**src/rtl/ray_sched_pkg.sv**
```systemverilog
// Shared types and widths for the ray pixel scheduler.
package ray_sched_pkg;

  typedef enum logic [1:0] {
    StIdle,
    StLatch,
    StScan,
    StDrain
  } sched_state_t;

  localparam int unsigned H_PIXELS_DEFAULT = 1024;
  localparam int unsigned V_PIXELS_DEFAULT = 768;

  localparam int unsigned X_W  = 11;
  localparam int unsigned Y_W  = 10;

  localparam int unsigned BX_W = 12;
  localparam int unsigned BY_W = 12;
  localparam int unsigned BZ_W = 14;

endpackage

```
**src/rtl/ray_pixel_scheduler_raster_counter.sv**
```systemverilog
// Raster-order x/y counter: x runs fastest, wraps into y, and returns to (0,0) after the
// last pixel. last_out flags (H_PIXELS-1, V_PIXELS-1).
module raster_counter
  import ray_sched_pkg::*;
#(
  parameter int unsigned H_PIXELS = H_PIXELS_DEFAULT,
  parameter int unsigned V_PIXELS = V_PIXELS_DEFAULT
) (
  input  logic           clk_in,
  input  logic           rst_in,
  input  logic           clear_in,
  input  logic           advance_in,
  output logic [X_W-1:0] x_out,
  output logic [Y_W-1:0] y_out,
  output logic           last_out
);

  logic [X_W-1:0] x_q;
  logic [Y_W-1:0] y_q;
  logic           x_wrap;

  assign x_wrap   = (x_q == X_W'(H_PIXELS - 1));
  assign last_out = x_wrap && (y_q == Y_W'(V_PIXELS - 1));
  assign x_out    = x_q;
  assign y_out    = y_q;

  always_ff @(posedge clk_in) begin
    if (rst_in || clear_in) begin
      x_q <= '0;
      y_q <= '0;
    end else if (advance_in) begin
      if (last_out) begin
        x_q <= '0;
        y_q <= '0;
      end else if (x_wrap) begin
        x_q <= '0;
        y_q <= y_q + Y_W'(1);
      end else begin
        x_q <= x_q + X_W'(1);
      end
    end
  end

endmodule

```
**src/rtl/ray_pixel_scheduler.sv**
```systemverilog
// Frame sequencer: snapshots block positions, issues pixels in raster order under credit
// control, and pulses frame_done_out once all results are drained. Optional feature:
// RAY_SCHED_STALL_COUNT_EN enables the credit-stall cycle counter.
module ray_pixel_scheduler
  import ray_sched_pkg::*;
#(
  parameter int unsigned H_PIXELS     = H_PIXELS_DEFAULT,
  parameter int unsigned V_PIXELS     = V_PIXELS_DEFAULT,
  parameter int unsigned NUM_BLOCKS   = 12,
  parameter int unsigned MAX_INFLIGHT = 64
) (
  input  logic                             clk_in,
  input  logic                             rst_in,
  input  logic                             frame_start_in,
  input  logic [NUM_BLOCKS-1:0][BX_W-1:0]  block_x_live_in,
  input  logic [NUM_BLOCKS-1:0][BY_W-1:0]  block_y_live_in,
  input  logic [NUM_BLOCKS-1:0][BZ_W-1:0]  block_z_live_in,
  input  logic                             credit_return_in,
  output logic [X_W-1:0]                   x_out,
  output logic [Y_W-1:0]                   y_out,
  output logic                             valid_out,
  output logic [NUM_BLOCKS-1:0][BX_W-1:0]  block_x_out,
  output logic [NUM_BLOCKS-1:0][BY_W-1:0]  block_y_out,
  output logic [NUM_BLOCKS-1:0][BZ_W-1:0]  block_z_out,
  output logic                             busy_out,
  output logic                             frame_done_out,
  output logic [31:0]                      stall_cycles_out
);

  localparam int unsigned IW = $clog2(MAX_INFLIGHT + 1);

  sched_state_t state_q;
  logic [IW-1:0] inflight_q, inflight_d;

  logic [X_W-1:0] x_q;
  logic [Y_W-1:0] y_q;
  logic           valid_q;
  logic           busy_q;
  logic           done_q;

  logic [NUM_BLOCKS-1:0][BX_W-1:0] snap_x_q;
  logic [NUM_BLOCKS-1:0][BY_W-1:0] snap_y_q;
  logic [NUM_BLOCKS-1:0][BZ_W-1:0] snap_z_q;

  logic [X_W-1:0] rc_x;
  logic [Y_W-1:0] rc_y;
  logic           rc_last;
  logic           rc_clear;

  logic active;
  logic issue;
  logic ret_ok;

  // Pixel (0,0) is decided in LATCH so that its strobe lands together with the snapshot.
  assign active   = (state_q == StLatch) || (state_q == StScan);
  // A return in this cycle frees a credit for this cycle's issue decision.
  assign issue    = active && ((inflight_q < IW'(MAX_INFLIGHT)) || credit_return_in);
  assign ret_ok   = credit_return_in && (inflight_q != '0);
  assign rc_clear = (state_q == StIdle) && frame_start_in;

  always_comb begin
    inflight_d = inflight_q;
    if (issue && !ret_ok) begin
      inflight_d = inflight_q + IW'(1);
    end else if (!issue && ret_ok) begin
      inflight_d = inflight_q - IW'(1);
    end
  end

  raster_counter #(
    .H_PIXELS (H_PIXELS),
    .V_PIXELS (V_PIXELS)
  ) u_raster (
    .clk_in     (clk_in),
    .rst_in     (rst_in),
    .clear_in   (rc_clear),
    .advance_in (issue),
    .x_out      (rc_x),
    .y_out      (rc_y),
    .last_out   (rc_last)
  );

  always_ff @(posedge clk_in) begin
    if (rst_in) begin
      state_q    <= StIdle;
      inflight_q <= '0;
      x_q        <= '0;
      y_q        <= '0;
      valid_q    <= 1'b0;
      busy_q     <= 1'b0;
      done_q     <= 1'b0;
      snap_x_q   <= '0;
      snap_y_q   <= '0;
      snap_z_q   <= '0;
    end else begin
      inflight_q <= inflight_d;
      valid_q    <= issue;
      busy_q     <= 1'b1;
      done_q     <= 1'b0;
      if (issue) begin
        x_q <= rc_x;
        y_q <= rc_y;
      end
      unique case (state_q)
        StIdle: begin
          if (frame_start_in) begin
            state_q <= StLatch;
          end else begin
            busy_q <= 1'b0;
          end
        end
        StLatch: begin
          snap_x_q <= block_x_live_in;
          snap_y_q <= block_y_live_in;
          snap_z_q <= block_z_live_in;
          // Only a 1x1 frame finishes its raster inside LATCH.
          state_q  <= (issue && rc_last) ? StDrain : StScan;
        end
        StScan: begin
          if (issue && rc_last) begin
            state_q <= StDrain;
          end
        end
        StDrain: begin
          if (inflight_q == '0) begin
            state_q <= StIdle;
            busy_q  <= 1'b0;
            done_q  <= 1'b1;
          end
        end
        default: begin
          state_q <= StIdle;
          busy_q  <= 1'b0;
        end
      endcase
    end
  end

`ifdef RAY_SCHED_STALL_COUNT_EN
  logic [31:0] stall_q;

  always_ff @(posedge clk_in) begin
    if (rst_in) begin
      stall_q <= '0;
    end else if (state_q == StLatch) begin
      stall_q <= '0;
    end else if ((state_q == StScan) && !issue && (stall_q != 32'hFFFF_FFFF)) begin
      stall_q <= stall_q + 32'd1;
    end
  end

  assign stall_cycles_out = stall_q;
`else
  assign stall_cycles_out = '0;
`endif

  assign x_out          = x_q;
  assign y_out          = y_q;
  assign valid_out      = valid_q;
  assign busy_out       = busy_q;
  assign frame_done_out = done_q;
  assign block_x_out    = snap_x_q;
  assign block_y_out    = snap_y_q;
  assign block_z_out    = snap_z_q;

endmodule

```
**config.mk**
```make
export PLATFORM = sky130hd
export DESIGN_NAME = ray_pixel_scheduler
export DESIGN_NICKNAME = d
export VERILOG_FILES = /design/src/rtl/ray_sched_pkg.sv /design/src/rtl/ray_pixel_scheduler_raster_counter.sv /design/src/rtl/ray_pixel_scheduler.sv
export SDC_FILE = /design/constraint.sdc
export NUM_CORES = 1
export LEC_CHECK = 0
export ABC_AREA = 1
export CORE_AREA = 2 2 380 382
export DETAILED_ROUTE_END_ITERATION = 12
export DIE_AREA = 0 0 382 384
export HOLD_SLACK_MARGIN = 0.08
export SETUP_SLACK_MARGIN = 0.3
export SYNTH_ARGS = -nofsm -noshare
export SYNTH_HDL_FRONTEND = slang
export SYNTH_SLANG_ARGS = --single-unit
```
**constraint.sdc**
```tcl
create_clock -name clk_in -period 4.1 [get_ports clk_in]
set_clock_uncertainty 0.15 [all_clocks]
set_input_delay 0.41 -clock clk_in [delete_from_list [all_inputs] [get_ports clk_in]]
set_output_delay 0.41 -clock clk_in [all_outputs]
set_load 0.03 [all_outputs]
```
=== After elaboration in Yosys (flattened, before gate mapping) ===
Index checks and enable logic that the tools add are counted.

* Memories: 0
* Output and inout port bits: 512
* ROM bits: 0
* Input port bits: 460
* Bits in latches: 0
* Bits in registers: 510
* Word-level logic and storage cells: 94
* Memory bits (writable): 0

* Multipliers: 0
* Shift-type cells: 0
* Add/subtract/negate cells: 4
* Div/mod/pow operators: 0
* Bitwise gates (word level): 1
* Muxes and demuxes: 15
* Reduce and logical (&&, ||, !) cells: 20
* Equality and inequality tests: 8
* Magnitude comparators: 1

{| class="wikitable"
|+ Operator list
! cell !! number
|-
| $mux 11 || 2
|-
| $mux 10 || 2
|-
| $mux 7 || 2
|-
| $add 11x1->11 const B || 1
|-
| $eq 11x10->1 const B || 1
|-
| $add 10x1->10 const B || 1
|-
| $eq 10x10->1 const B || 1
|-
| $pmux 2 s4 || 1
|-
| $add 7x1->7 const B || 1
|-
| $logic_and 1x1->1 || 7
|-
| $logic_not 7->1 || 1
|-
| $lt 7x7->1 const B || 1
|-
| $reduce_bool 7->1 || 1
|-
| $sub 7x1->7 const B || 1
|-
| $mux 2 || 3
|-
| $eq 2x2->1 const B || 2
|-
| $mux 1 || 4
|-
| $ne 2x2->1 const B || 2
|-
| $reduce_bool 2->1 || 2
|-
| $logic_or 1x1->1 || 3
|-
| $reduce_and 3->1 || 1
|-
| $eq 2x1->1 const B || 1
|-
| $logic_not 1->1 || 2
|-
| $logic_not 2->1 || 1
|-
| other kinds (5) || 5
|}

=== Logic depth before layout (Yosys ltp) ===
* Depth after elaboration: 7
* Gate-level depth with buffers: 16
* Gate-level depth less buffers: 15

=== Hierarchy ===
A second synthesis with hierarchy kept.

* Cells, all modules: 2389
* Area total of the unflattened synthesis: 18759.2 µm²

{| class="wikitable"
|+ By module, submodules not included
! module !! sequential area each (µm²) !! cells each !! area an instance (µm²) !! instances
|-
| ray_pixel_scheduler || 9789.4 || 2221 || 17630.7 || 1
|-
| raster_counter || 420.4 || 168 || 1128.6 || 1
|}

=== Worst setup path before layout ===
Ideal clock, no wire load.

* Kind: register -> register
* Start point: register state_q[0]
* End point: register inflight_q[3]
* Clock period less this slack: 2.908 ns
* Setup slack: 1.192 ns
* Arrival: 2.642 ns
* Required time: 3.835 ns
* Buffers on the path: 2
* Library setup time: 0.115 ns
* Stages on the path, launching flop included: 15
* Path through: dfxtp_1 -> inv_1 -> ha_1 -> inv_1 -> a21oi_2 -> buf_6 -> clkbuf_1 -> ha_1 -> inv_1 -> ha_1 -> a21o_1 -> a31oi_1 -> xnor2_1 -> o21ai_0 -> inv_1

* Longest elaborated chain between the ends: 6
* Elaborated cells between the ends (all ways): 9
* Classes of those cells: eq/ne: 2; mux: 1; reduce/logical: 6

{| class="wikitable"
|+ Ends and longest elaborated chain
! element !! RTL line !! RTL
|-
| start: declaration || ray_pixel_scheduler.sv:32 || <nowiki>sched_state_t state_q;</nowiki>
|-
| start signal: assignment || ray_pixel_scheduler.sv:85 || <nowiki>state_q <= StIdle;</nowiki>
|-
| start signal: assignment || ray_pixel_scheduler.sv:107 || <nowiki>state_q <= StLatch;</nowiki>
|-
| start signal: assignment || ray_pixel_scheduler.sv:117 || <nowiki>state_q <= (issue && rc_last) ? StDrain : StScan;</nowiki>
|-
| $eq 2x1->1 or $eq 2x2->1 (tied branches) || ray_pixel_scheduler.sv:55 || <nowiki>assign active = (state_q == StLatch) || (state_q == StScan);</nowiki>
|-
| $logic_or 1x1->1 * || ray_pixel_scheduler.sv:55 ||
|-
| $logic_and 1x1->1 * || ray_pixel_scheduler.sv:57 || <nowiki>assign issue = active && ((inflight_q < IW'(MAX_INFLIGHT)) || credit_return_in);</nowiki>
|-
| via issue || ray_pixel_scheduler.sv:51 || <nowiki>logic issue;</nowiki>
|-
| $logic_not 1->1 || ray_pixel_scheduler.sv:65 || <nowiki>end else if (!issue && ret_ok) begin</nowiki>
|-
| $logic_and 1x1->1 || ray_pixel_scheduler.sv:65 ||
|-
| $reduce_bool 2->1 (no line) || n/a ||
|-
| end signal: assignment || ray_pixel_scheduler.sv:96 || <nowiki>inflight_q <= inflight_d;</nowiki>
|-
| end: declaration || ray_pixel_scheduler.sv:33 || <nowiki>logic [IW-1:0] inflight_q, inflight_d;</nowiki>
|}

The timed path passes the listed nets; every way through them passes the cells marked *.
A chain may end at the register's enable or synchronous reset.

=== Worst setup path in the final report ===
* Start point: register state_q[0]
* End point: register inflight_q[3]

* Longest elaborated chain between the ends: 6
* Elaborated cells between the ends (all ways): 9
* Classes of those cells: eq/ne: 2; mux: 1; reduce/logical: 6

{| class="wikitable"
|+ Ends and longest elaborated chain
! element !! RTL line
|-
| $eq 2x1->1 or $eq 2x2->1 (tied branches) || ray_pixel_scheduler.sv:55
|-
| $logic_or 1x1->1 * || ray_pixel_scheduler.sv:55
|-
| $logic_and 1x1->1 * || ray_pixel_scheduler.sv:57
|-
| $logic_not 1->1 || ray_pixel_scheduler.sv:65
|-
| $logic_and 1x1->1 || ray_pixel_scheduler.sv:65
|-
| $reduce_bool 2->1 (no line) || n/a
|}

Every way passes the cells marked *; elsewhere a longest branch is shown, timed or not.

==> impl_metrics.tcl <==
set metrics [dict create \
    crit_type "flip-flop to flip-flop" \
    crit_start "state_q[0]$_SDFFE_PP0P_" \
    crit_arrival_ps 3290 \
    r2r_end "inflight_q[3]$_SDFFE_PP0P_" \
    critical_path_peak_fanout 7 \
    total_leakage_power_nw 12.6 \
    finalPower_mw 26.1 \
    yosys_warnings 0 \
    ant_nets 0 \
    clock_latency_ps 650 \
    rr_worst_depth 12 \
    setup_slack_ps 1200 \
    core_area_um2 143000 \
    syn_avg_cell_area_um2 7.82 \
    cts_buffer_depth 3 \
    die_h_um 384 \
    vias 18946 \
    tns_ps 0 \
    hold_viol_final 0 \
    grt.total_usage 0.121 \
    required_ps 4490 \
    cts_inserted_buffers 67 \
    fillers 15659 \
    maxCapViolations 0 \
    rsz0062_at_grt "no" \
    synth_seq_cells 510 \
    max_freq_mhz 345 \
    place_inst 5064 \
    slew_headroom 0.396 \
    port_buffers 939 \
    die_x_um 382 \
    vdd_drop_max_mv 0.398 \
    cts-hold-fix-buffers 0 \
    place_area_um2 29700 \
    grt_pass1_vias 18368 \
    synthCells 2351 \
    overflow 0 \
    min_path_cells 3 \
    route.detailed.drc 0 \
    drtIter0Drc 1092 \
    period_minus_slack_ps 2900 \
    r2r_start "state_q[0]$_SDFFE_PP0P_" \
    cts.sinks 510 \
    areaGrowthSynthToFinish_pct 74.1 \
    routedWlPerCell_um 18.1 \
    wl_um 93900 \
    via_per_inst 3.65 \
    cts-root-buf "clkbuf_16" \
    die-area_um2 147000 \
    endpoint "inflight_q[3]$_SDFFE_PP0P_" \
    final-seq-area_um2 10200 \
    setup_violations 0 \
    power_density_nw_per_um2 815 \
    row_count 139 \
    tightest_slew_ps 904 \
    cts_resized 0 \
    post-route-period-util 0.707 \
    multi_input_area_um2 7220 \
    h-tree-depth 3 \
    post-place-ws_ps 1140 \
    grt_max_degree 190 \
    seq_area_frac_synth 0.555 \
    end_kind "flip-flop" \
    fin_cells 5188 \
    drive_gt1_frac 0.0515 \
    hold_path.class "input port to flip-flop" \
    gp_congestion 0.845 \
    drtPass1Iterations 5 \
    run_status "finished clean" \
    clk_pin_slew_ps 60 \
    cts_setup_buffers 0 \
    synth_cell_type_count 42 \
    final_nets 3705 \
    r2r_slack_ps 1200 \
    cp-start-kind "flip-flop" \
    slew_violations 0 \
    hpwlAfterDp_um 71700 \
    ios 972 \
    grt_pass1_wl_um 131000 \
    grt_antenna_before_repair 27 \
    start_util 0.129 \
    netlist_area_um2 18400 \
    stdcell_area_um2 32000 \
    cts_tree "done" \
]
through the flow:
stage,hold slack (ps),util
floorplan,299,-
global placement,313,0.208
detailed placement,320,0.208
CTS,101,0.224
global route,156,0.224
finish,188,0.224
cells in the mapped netlist, drive strengths merged:
library cell,instances,share of area
nor2,963,0.20
dfxtp,510,0.56
o21ai,480,0.13
clkbuf,105,0.021
buf,89,0.029
nand2,47,0.011
inv,42,0.0087
a21oi,34,0.0097
nand3,18,0.0059
ha,14,0.0095
nand4,11,0.0046
nor3,9,0.0027
xnor2,5,0.0024
xor2,5,0.0024
a211oi,3,0.0012
a21o,2,0.00082
a31oi,2,0.00068
clkinv,2,0.00041
nor3b,2,0.00082
a31o,1,0.00048
conb,1,0.00020
fa,1,0.0011
nor4,1,0.00068
o211a,1,0.00054
o21bai,1,0.00041
o22ai,1,0.00034
o41ai,1,0.00048
routing by layer:
| metal | GRT usage | vias to the layer above | share of wire |
|---|---|---|---|
| li1 | - | 9258 | - |
| met1 | 0.140 | 8705 | 0.40 |
| met2 | 0.195 | 748 | 0.46 |
| met3 | 0.0441 | 193 | 0.088 |
| met4 | 0.0645 | 42 | 0.047 |
| met5 | 0 | - | 0.0028 |
registers in the layout, summed over array words and instances (netlist names):
name and count:
block_x_out 144, block_y_out 144, block_z_out 168, busy_out 1, frame_done_out 1, inflight_q 7
state_q 2, u_raster.x_out 11, u_raster.y_out 10, valid_out 1, x_out 11, y_out 10
logic make-up (layout without fill, tap and decap cells):
group,Yosys count,after routing,synth area share
adders and majority gates,15,15,0.0106
buffers and inverters,238,1136,0.0594
DFF,510,510,0.555
xor gates and xnor gates,10,10,0.00476
AOI/OAI and AO/OA,526,526,0.145
and+or+nand+nor,1051,1051,0.225
other,1,37,0.000204
layout by cell type (no fill, tap or decap), types with 3 or more instances in the layout:
master	netlist	routed
buf_12	0	8
nor2_1	954	954
a211oi_1	3	3
diode_2	0	5
ha_1	14	13
nand2_1	42	42
inv_8	0	3
o21ai_0	478	478
conb_1	1	32
clkdlybuf4s50_1	0	939
nand4_1	10	10
bufinv_16	0	5
a21oi_1	32	32
clkbuf_16	0	67
nor2_2	5	5
clkbuf_1	105	10
nand3_1	16	16
nor2_4	3	3
dfxtp_1	510	510
nand2_2	3	3
clkinv_2	0	13
clkinv_4	0	3
inv_1	41	41
buf_4	32	26
xor2_1	5	5
nor3_1	8	8
clkbuf_8	0	12
xnor2_1	5	5
worst max-delay path, stage by stage (launching register included):
cell	delay, ps
dfxtp_1	450
inv_1	130
ha_1	310
inv_1	60
a21oi_2	210
ha_1	230
inv_1	150
ha_1	400
a21o_1	220
a31oi_1	200
xnor2_1	90
o21ai_0	140
inv_1	50
cell type report:
| type | instances | share of cell area |
|---|---|---|
| multi-input combinational | 1634 | 0.225 |
| inverter | 44 | 0.00570 |
| sequential | 510 | 0.319 |
| timing repair buffer | 973 | 0.305 |
| antenna | 5 | 0.000391 |
| clock buffer | 89 | 0.0587 |
| clock inverter | 30 | 0.0121 |
| tap | 1903 | 0.0743 |
worst min path at each step:
stage	start	end	slack, ps
3_5_place_dp	x_out[0]$_SDFFE_PP0P_	x_out[0]$_SDFFE_PP0P_	320
3_3_place_gp	x_out[0]$_SDFFE_PP0P_	x_out[0]$_SDFFE_PP0P_	310
6_report	block_x_live_in[123]	block_x_out[123]$_SDFFE_PP0P_	190
2_1_floorplan	u_raster.x_out[10]$_SDFFE_PP0P_	u_raster.x_out[10]$_SDFFE_PP0P_	300
5_1_grt	block_y_live_in[45]	block_y_out[45]$_SDFFE_PP0P_	160
4_1_cts	block_x_live_in[123]	block_x_out[123]$_SDFFE_PP0P_	100
report_power, final:
group | internal, mW | switching [mW]
registers | 6.74 | 1.00
logic | 4.38 | 7.90
clock network | 3.58 | 2.51
Power figures use the tool's default switching activity.
